$ cat src/rtl/alu_exec_stage_if.sv
// Handshake and data bundle between the ALU decode side, the execute stage
// and the downstream writeback/memory consumer.
interface alu_exec_stage_if #(
    parameter int unsigned WIDTH = 32
);
    logic             in_valid;
    logic             in_ready;
    logic [2:0]       ALUControl;
    logic [WIDTH-1:0] SrcA;
    logic [WIDTH-1:0] SrcB;
    logic [4:0]       RD_in;
    logic             out_valid;
    logic             out_ready;
    logic [WIDTH-1:0] Result;
    logic             Zero;
    logic             Negative;
    logic             Carry;
    logic             Overflow;
    logic [4:0]       RD_out;

    modport master (
        output in_valid, ALUControl, SrcA, SrcB, RD_in, out_ready,
        input  in_ready, out_valid, Result, Zero, Negative, Carry, Overflow, RD_out
    );

    modport slave (
        input  in_valid, ALUControl, SrcA, SrcB, RD_in, out_ready,
        output in_ready, out_valid, Result, Zero, Negative, Carry, Overflow, RD_out
    );
endinterface

$ cat src/rtl/alu_exec_stage.sv
// Registered ALU execute stage: computes result/flags and holds them in a
// 2-entry output FIFO with valid/ready handshakes on both sides.
module alu_exec_stage #(
    parameter int unsigned WIDTH = 32
) (
    input  logic              clk,
    input  logic              rst,
    input  logic              flush,
    alu_exec_stage_if.slave   bus
);
    localparam int unsigned MSB = WIDTH - 1;

    typedef struct packed {
        logic [WIDTH-1:0] result;
        logic             zero;
        logic             neg;
        logic             carry;
        logic             ovf;
        logic [4:0]       rd;
    } entry_t;

    typedef enum logic [1:0] {
        OCC_EMPTY,
        OCC_ONE,
        OCC_FULL
    } occ_e;

    occ_e   occ_q, occ_d;
    entry_t head_q, head_d;
    entry_t tail_q, tail_d;

    logic       in_ready_w, out_valid_w, push_w, pop_w;
    logic [WIDTH:0] sum_w, diff_w;
    logic       ovf_add_w, ovf_sub_w;
    entry_t     alu_ent;

    always_comb begin
        sum_w     = {1'b0, bus.SrcA} + {1'b0, bus.SrcB};
        diff_w    = {1'b0, bus.SrcA} - {1'b0, bus.SrcB};
        ovf_add_w = (bus.SrcA[MSB] == bus.SrcB[MSB]) & (sum_w[MSB] != bus.SrcA[MSB]);
        ovf_sub_w = (bus.SrcA[MSB] != bus.SrcB[MSB]) & (diff_w[MSB] != bus.SrcA[MSB]);
        alu_ent    = '0;
        alu_ent.rd = bus.RD_in;
        case (bus.ALUControl)
            3'b000: begin
                alu_ent.result = sum_w[MSB:0];
                alu_ent.carry  = sum_w[WIDTH];
                alu_ent.ovf    = ovf_add_w;
            end
            3'b001: begin
                alu_ent.result = diff_w[MSB:0];
                alu_ent.carry  = ~diff_w[WIDTH];
                alu_ent.ovf    = ovf_sub_w;
            end
            3'b010:  alu_ent.result = bus.SrcA & bus.SrcB;
            3'b011:  alu_ent.result = bus.SrcA | bus.SrcB;
            3'b101:  alu_ent.result = {{(WIDTH-1){1'b0}}, diff_w[MSB] ^ ovf_sub_w};
            default: alu_ent.result = '0;
        endcase
        alu_ent.zero = (alu_ent.result == '0);
        alu_ent.neg  = alu_ent.result[MSB];
    end

    assign push_w = bus.in_valid & in_ready_w;
    assign pop_w  = out_valid_w & bus.out_ready;

    always_ff @(posedge clk) begin
        if (!rst) begin
            occ_q  <= OCC_EMPTY;
            head_q <= '0;
            tail_q <= '0;
        end else begin
            occ_q  <= occ_d;
            head_q <= head_d;
            tail_q <= tail_d;
        end
    end

    always_comb begin
        occ_d = occ_q;
        if (flush) begin
            occ_d = OCC_EMPTY;
        end else begin
            case (occ_q)
                OCC_EMPTY: if (push_w) occ_d = OCC_ONE;
                OCC_ONE: begin
                    if (pop_w && !push_w)      occ_d = OCC_EMPTY;
                    else if (push_w && !pop_w) occ_d = OCC_FULL;
                end
                OCC_FULL:  if (pop_w) occ_d = OCC_ONE;
                default:   occ_d = OCC_EMPTY;
            endcase
        end
    end

    // Simultaneous push and pop only happens with one entry: the new op becomes the head.
    always_comb begin
        head_d = head_q;
        tail_d = tail_q;
        if (!flush) begin
            if (pop_w) head_d = tail_q;
            if (push_w) begin
                if (occ_q == OCC_EMPTY || (occ_q == OCC_ONE && pop_w)) head_d = alu_ent;
                else                                                   tail_d = alu_ent;
            end
        end
    end

    always_comb begin
        in_ready_w   = rst & (occ_q != OCC_FULL);
        out_valid_w  = rst & (occ_q != OCC_EMPTY);
        bus.in_ready  = in_ready_w;
        bus.out_valid = out_valid_w;
        bus.Result    = '0;
        bus.Zero      = 1'b0;
        bus.Negative  = 1'b0;
        bus.Carry     = 1'b0;
        bus.Overflow  = 1'b0;
        bus.RD_out    = '0;
        if (out_valid_w) begin
            bus.Result   = head_q.result;
            bus.Zero     = head_q.zero;
            bus.Negative = head_q.neg;
            bus.Carry    = head_q.carry;
            bus.Overflow = head_q.ovf;
            bus.RD_out   = head_q.rd;
        end
    end
endmodule

$ cat src/flat_wrapper.sv
// flat-port wrapper written by rule: the top's interface ports become plain ports
module alu_exec_stage_flat 
#(
    parameter int unsigned WIDTH = 32
)
  (clk, rst, flush, bus_in_valid, bus_ALUControl, bus_SrcA, bus_SrcB, bus_RD_in, bus_out_ready, bus_in_ready, bus_out_valid, bus_Result, bus_Zero, bus_Negative, bus_Carry, bus_Overflow, bus_RD_out);
  alu_exec_stage_if #(.WIDTH(WIDTH)) bus_i ();
  input  logic clk;
  input  logic rst;
  input  logic flush;
  input wire logic [$bits(bus_i.in_valid)-1:0] bus_in_valid;
  input wire logic [$bits(bus_i.ALUControl)-1:0] bus_ALUControl;
  input wire logic [$bits(bus_i.SrcA)-1:0] bus_SrcA;
  input wire logic [$bits(bus_i.SrcB)-1:0] bus_SrcB;
  input wire logic [$bits(bus_i.RD_in)-1:0] bus_RD_in;
  input wire logic [$bits(bus_i.out_ready)-1:0] bus_out_ready;
  output wire logic [$bits(bus_i.in_ready)-1:0] bus_in_ready;
  output wire logic [$bits(bus_i.out_valid)-1:0] bus_out_valid;
  output wire logic [$bits(bus_i.Result)-1:0] bus_Result;
  output wire logic [$bits(bus_i.Zero)-1:0] bus_Zero;
  output wire logic [$bits(bus_i.Negative)-1:0] bus_Negative;
  output wire logic [$bits(bus_i.Carry)-1:0] bus_Carry;
  output wire logic [$bits(bus_i.Overflow)-1:0] bus_Overflow;
  output wire logic [$bits(bus_i.RD_out)-1:0] bus_RD_out;
  assign bus_i.in_valid = bus_in_valid;
  assign bus_i.ALUControl = bus_ALUControl;
  assign bus_i.SrcA = bus_SrcA;
  assign bus_i.SrcB = bus_SrcB;
  assign bus_i.RD_in = bus_RD_in;
  assign bus_i.out_ready = bus_out_ready;
  assign bus_in_ready = bus_i.in_ready;
  assign bus_out_valid = bus_i.out_valid;
  assign bus_Result = bus_i.Result;
  assign bus_Zero = bus_i.Zero;
  assign bus_Negative = bus_i.Negative;
  assign bus_Carry = bus_i.Carry;
  assign bus_Overflow = bus_i.Overflow;
  assign bus_RD_out = bus_i.RD_out;
  alu_exec_stage #(.WIDTH(WIDTH)) u_core (.clk(clk), .rst(rst), .flush(flush), .bus(bus_i));
endmodule
$ cat config.mk
export PLATFORM = sky130hd
export DESIGN_NAME = alu_exec_stage_flat
export DESIGN_NICKNAME = d
export VERILOG_FILES = /design/src/rtl/alu_exec_stage_if.sv /design/src/rtl/alu_exec_stage.sv /design/src/flat_wrapper.sv
export SDC_FILE = /design/constraint.sdc
export NUM_CORES = 1
export LEC_CHECK = 0
export CELL_PAD_IN_SITES_DETAIL_PLACEMENT = 0
export CELL_PAD_IN_SITES_GLOBAL_PLACEMENT = 1
export CORE_MARGIN = 8
export CORE_UTILIZATION = 39
export CTS_BUF_LIST = sky130_fd_sc_hd__clkbuf_2 sky130_fd_sc_hd__clkbuf_4 sky130_fd_sc_hd__clkbuf_8
export DETAILED_ROUTE_END_ITERATION = 12
export HOLD_SLACK_MARGIN = 0.03
export PLACE_DENSITY = 0.84
export SLEW_MARGIN = 20
export SYNTH_ARGS = -nofsm -noshare
export SYNTH_HDL_FRONTEND = slang
export SYNTH_SLANG_ARGS = --single-unit
$ cat constraint.sdc
create_clock -name clk -period 7.34 [get_ports clk]
set_input_delay 1.468 -clock clk [delete_from_list [all_inputs] [get_ports clk]]
set_output_delay 1.468 -clock clk [all_outputs]
set_load 0.05 [all_outputs]
==> reports/results.ini <==
[pwr]
power.density_nw_per_um2 = 132
leakage_nw = 4.42
irDropWorstVdd_uv = 71.9
power_mw = 1.36

[synth]
ys_seq_area_frac = 0.186
synth.most_common_cell = a21oi_1
ys_warn_count = 0
synth_edf_count = 0
syn_inst = 1240
ys_top_cells_by_area = dfxtp_1 19%, ha_1 14%, a21oi_1 6.6%
synth_ff_type = dfxtp_1
synth-seq-cells = 83
synth_common_cells = 118 x a21oi_1, 113 x nand2_1, 113 x o21ai_0
syn_avg_cell_area_sq_um = 7.22
async_flop_share = 0
yosys.area.top_type_share = 0.186
synthDistinctLibCells = 85
syn_nets = 1420
synth_top_cell_by_area = dfxtp_1
syn_area_sq_um = 8950

[global_routing]
grt_overflow = 0
grt_use_met2 = 0.325
grt_pass1_wl_mm = 47.1
grtUsageTotal = 0.201
grt_pass1_vias = 8789
use_met1 = 0.277
busiest_layer = met2
use_met3 = 0.0327
grt_max_degree = 91
antenna_found_initial = 0

[floorplanning]
ios = 120
rows = 55
die-area_sq_um = 28100
dieWidth_um = 168
die_height_um = 168
core_sq_um = 22600
start_util = 0.397

[placement]
preCtsSetupSlack_ps = 482
gp_congestion = 0.912
hpwl_mm = 22.0
port_buffers = 119
dp_cells = 1571

[detailed_routing]
vias = 9310
drc_errors = 0
ant_nets = 0
firstDrtPassIters = 7
drtIter0Drc = 688
viasPerCell = 5.87
routedWlPerCell_um = 18.3
finalWirelength_mm = 29.1

[min_path]
hold_path_end = u_core.tail_q[8]$_SDFFE_PN0P_
hp-class = reg -> reg
min_from = u_core.tail_q[8]$_SDFFE_PN0P_
hold_path_depth = 2

[timing]
final_hold_viol_count = 0
hold_ws_ps = 464
fin_worst_skew_ps = 13.0
finalSetupViolations = 0
fin_setup_tns_ps = 0
min_period_over_period = 0.883
max_slew.worst_pin.slew_ps = 1090
max_freq_mhz = 154
relSlewSlack = 0.273
rsz0062_at_grt = no
drv_slew = 0
period_minus_slack_ps = 6480
timing.final.ws_setup_ps = 861

[worst_setup_path]
endpoint_kind = flip-flop
r2r-start = u_core.occ_q[0]$_SDFFE_PP0P_
cpMaxStageDelayCell = or4_1
cp.required_ps = 7590
r2r_slack_ps = 4230
crit_arrival_ps = 6730
critPathMostFrequentCell = nand3_1
cp_num_buf_inv = 2
reg2reg_to = u_core.head_q[9]$_SDFFE_PN0N_
path_class = in -> reg
r2r.worst_path.cells = 5
crit_family = simple AND/OR/NAND/NOR gates
start_kind = input pin
cp_max_fo = 10
max_stage_delay_ps = 680

[clock_tree]
cts-resized-gates = 0
cts.reportedPaths.clkPinSlew_ps = 70
cts_num_sinks = 83
cts_buffers = 9
cts_tree = yes
cts-root-buf = clkbuf_8
clk_path_buf_depth = 2
clk_latency_ps = 360
ctsHtreeMaxLevel = 3
post_cts_buffers = 0
cts_hold_buf = 0

[finish]
nets = 1477
n_antenna_cell = 0
syn2layout_area_growth_pct = 15.6
fin_cells = 1587
multi_input_area_sq_um = 6450
layout-drive-gt1-share = 0.0453
nFillCells = 2342
regArea_sq_um = 1660

[flow_run]
drv_cap = 0

[run_status]
status = finished clean

[metrics by stage]
stage                      util  instance area [sq um]
after floorplan               -                   8950
after detailed placement  0.449                  10100
after CTS                 0.458                  10300
after global placement    0.449                  10100
final                     0.458                  10300
after global routing      0.458                  10300
[cells by family (layout without fill, tap and decap cells)]
kind of cell / count (synthesis) / in the layout / share of synthesized area
AO/OA/AOI/OAI: 456 / 456 / 0.333
XOR/XNOR: 24 / 24 / 0.0235
adder cells (fa/ha/maj): 103 / 103 / 0.146
buffers and inverters: 189 / 251 / 0.0957
flip-flops: 83 / 83 / 0.186
multiplexers: 5 / 5 / 0.00713
AND/OR/NAND/NOR: 380 / 380 / 0.209
[state kept, by name, indices dropped and copies added (netlist names)]
register and cells:
u_core.tail_q 40, u_core.occ_q 2, u_core.head_q 41
[worst register-to-register path, delay by kind of cell (launching register included)]
family,cells,cell delay [ps]
AND/OR/NAND/NOR,3,1770
flip-flops,1,480
AO/OA/AOI/OAI,2,730
[metal layers]
layer  vias up  share of wire
met1      4393           0.47
met3        29          0.064
met2       350           0.45
li1       4538              -
met4         0          0.015
met5         -              0
[area by class of cell]
| cell class | count | area share |
|---|---|---|
| well taps | 285 | 0.0345 |
| inverters | 104 | 0.0377 |
| clock buffers | 12 | 0.0160 |
| multi-input cells | 968 | 0.624 |
| flip-flops and latches | 83 | 0.161 |
| repair buffers | 131 | 0.123 |
| clock inverters | 4 | 0.00460 |
[how the worst max path moves through the flow]
stage / start / endpoint / slack (ps) / cells past startpoint
finish: bus_SrcB[15] / u_core.head_q[8]$_SDFFE_PN0N_ / 860 / 25
global route: bus_SrcA[17] / u_core.head_q[8]$_SDFFE_PN0N_ / 360 / 25
CTS: bus_SrcB[15] / u_core.head_q[8]$_SDFFE_PN0N_ / 870 / 25
detailed placement: bus_SrcB[15] / u_core.head_q[8]$_SDFFE_PN0N_ / 480 / 25
global placement: bus_SrcB[15] / u_core.head_q[8]$_SDFFE_PN0N_ / 720 / 25
floorplan: bus_SrcB[15] / u_core.head_q[8]$_SDFFE_PN0N_ / 1660 / 25
[where the power goes]
part / internal, mW / switching, mW
Combinational: 0.206 / 0.341
Clock: 0.184 / 0.162
Sequential: 0.465 / 0.00669
Total: 0.855 / 0.509
[cell usage in the layout, fill, tap and decap left out, types with 14 or more instances in the layout]
cell	synthesis	routed
nor3_1	26	26
clkdlybuf4s50_1	0	117
nor4_1	14	14
xnor2_1	16	16
dfxtp_1	83	83
o31ai_1	15	15
ha_1	100	100
o22ai_1	24	24
o211a_1	20	20
nor2_1	83	82
nor2b_1	18	17
nand3_1	25	24
and2_1	46	46
nand2_1	113	113
a211oi_1	27	27
a21oi_1	118	117
inv_1	102	102
o211ai_1	14	14
o21ai_0	113	113
No activity file was read; power rests on OpenSTA's default activity.
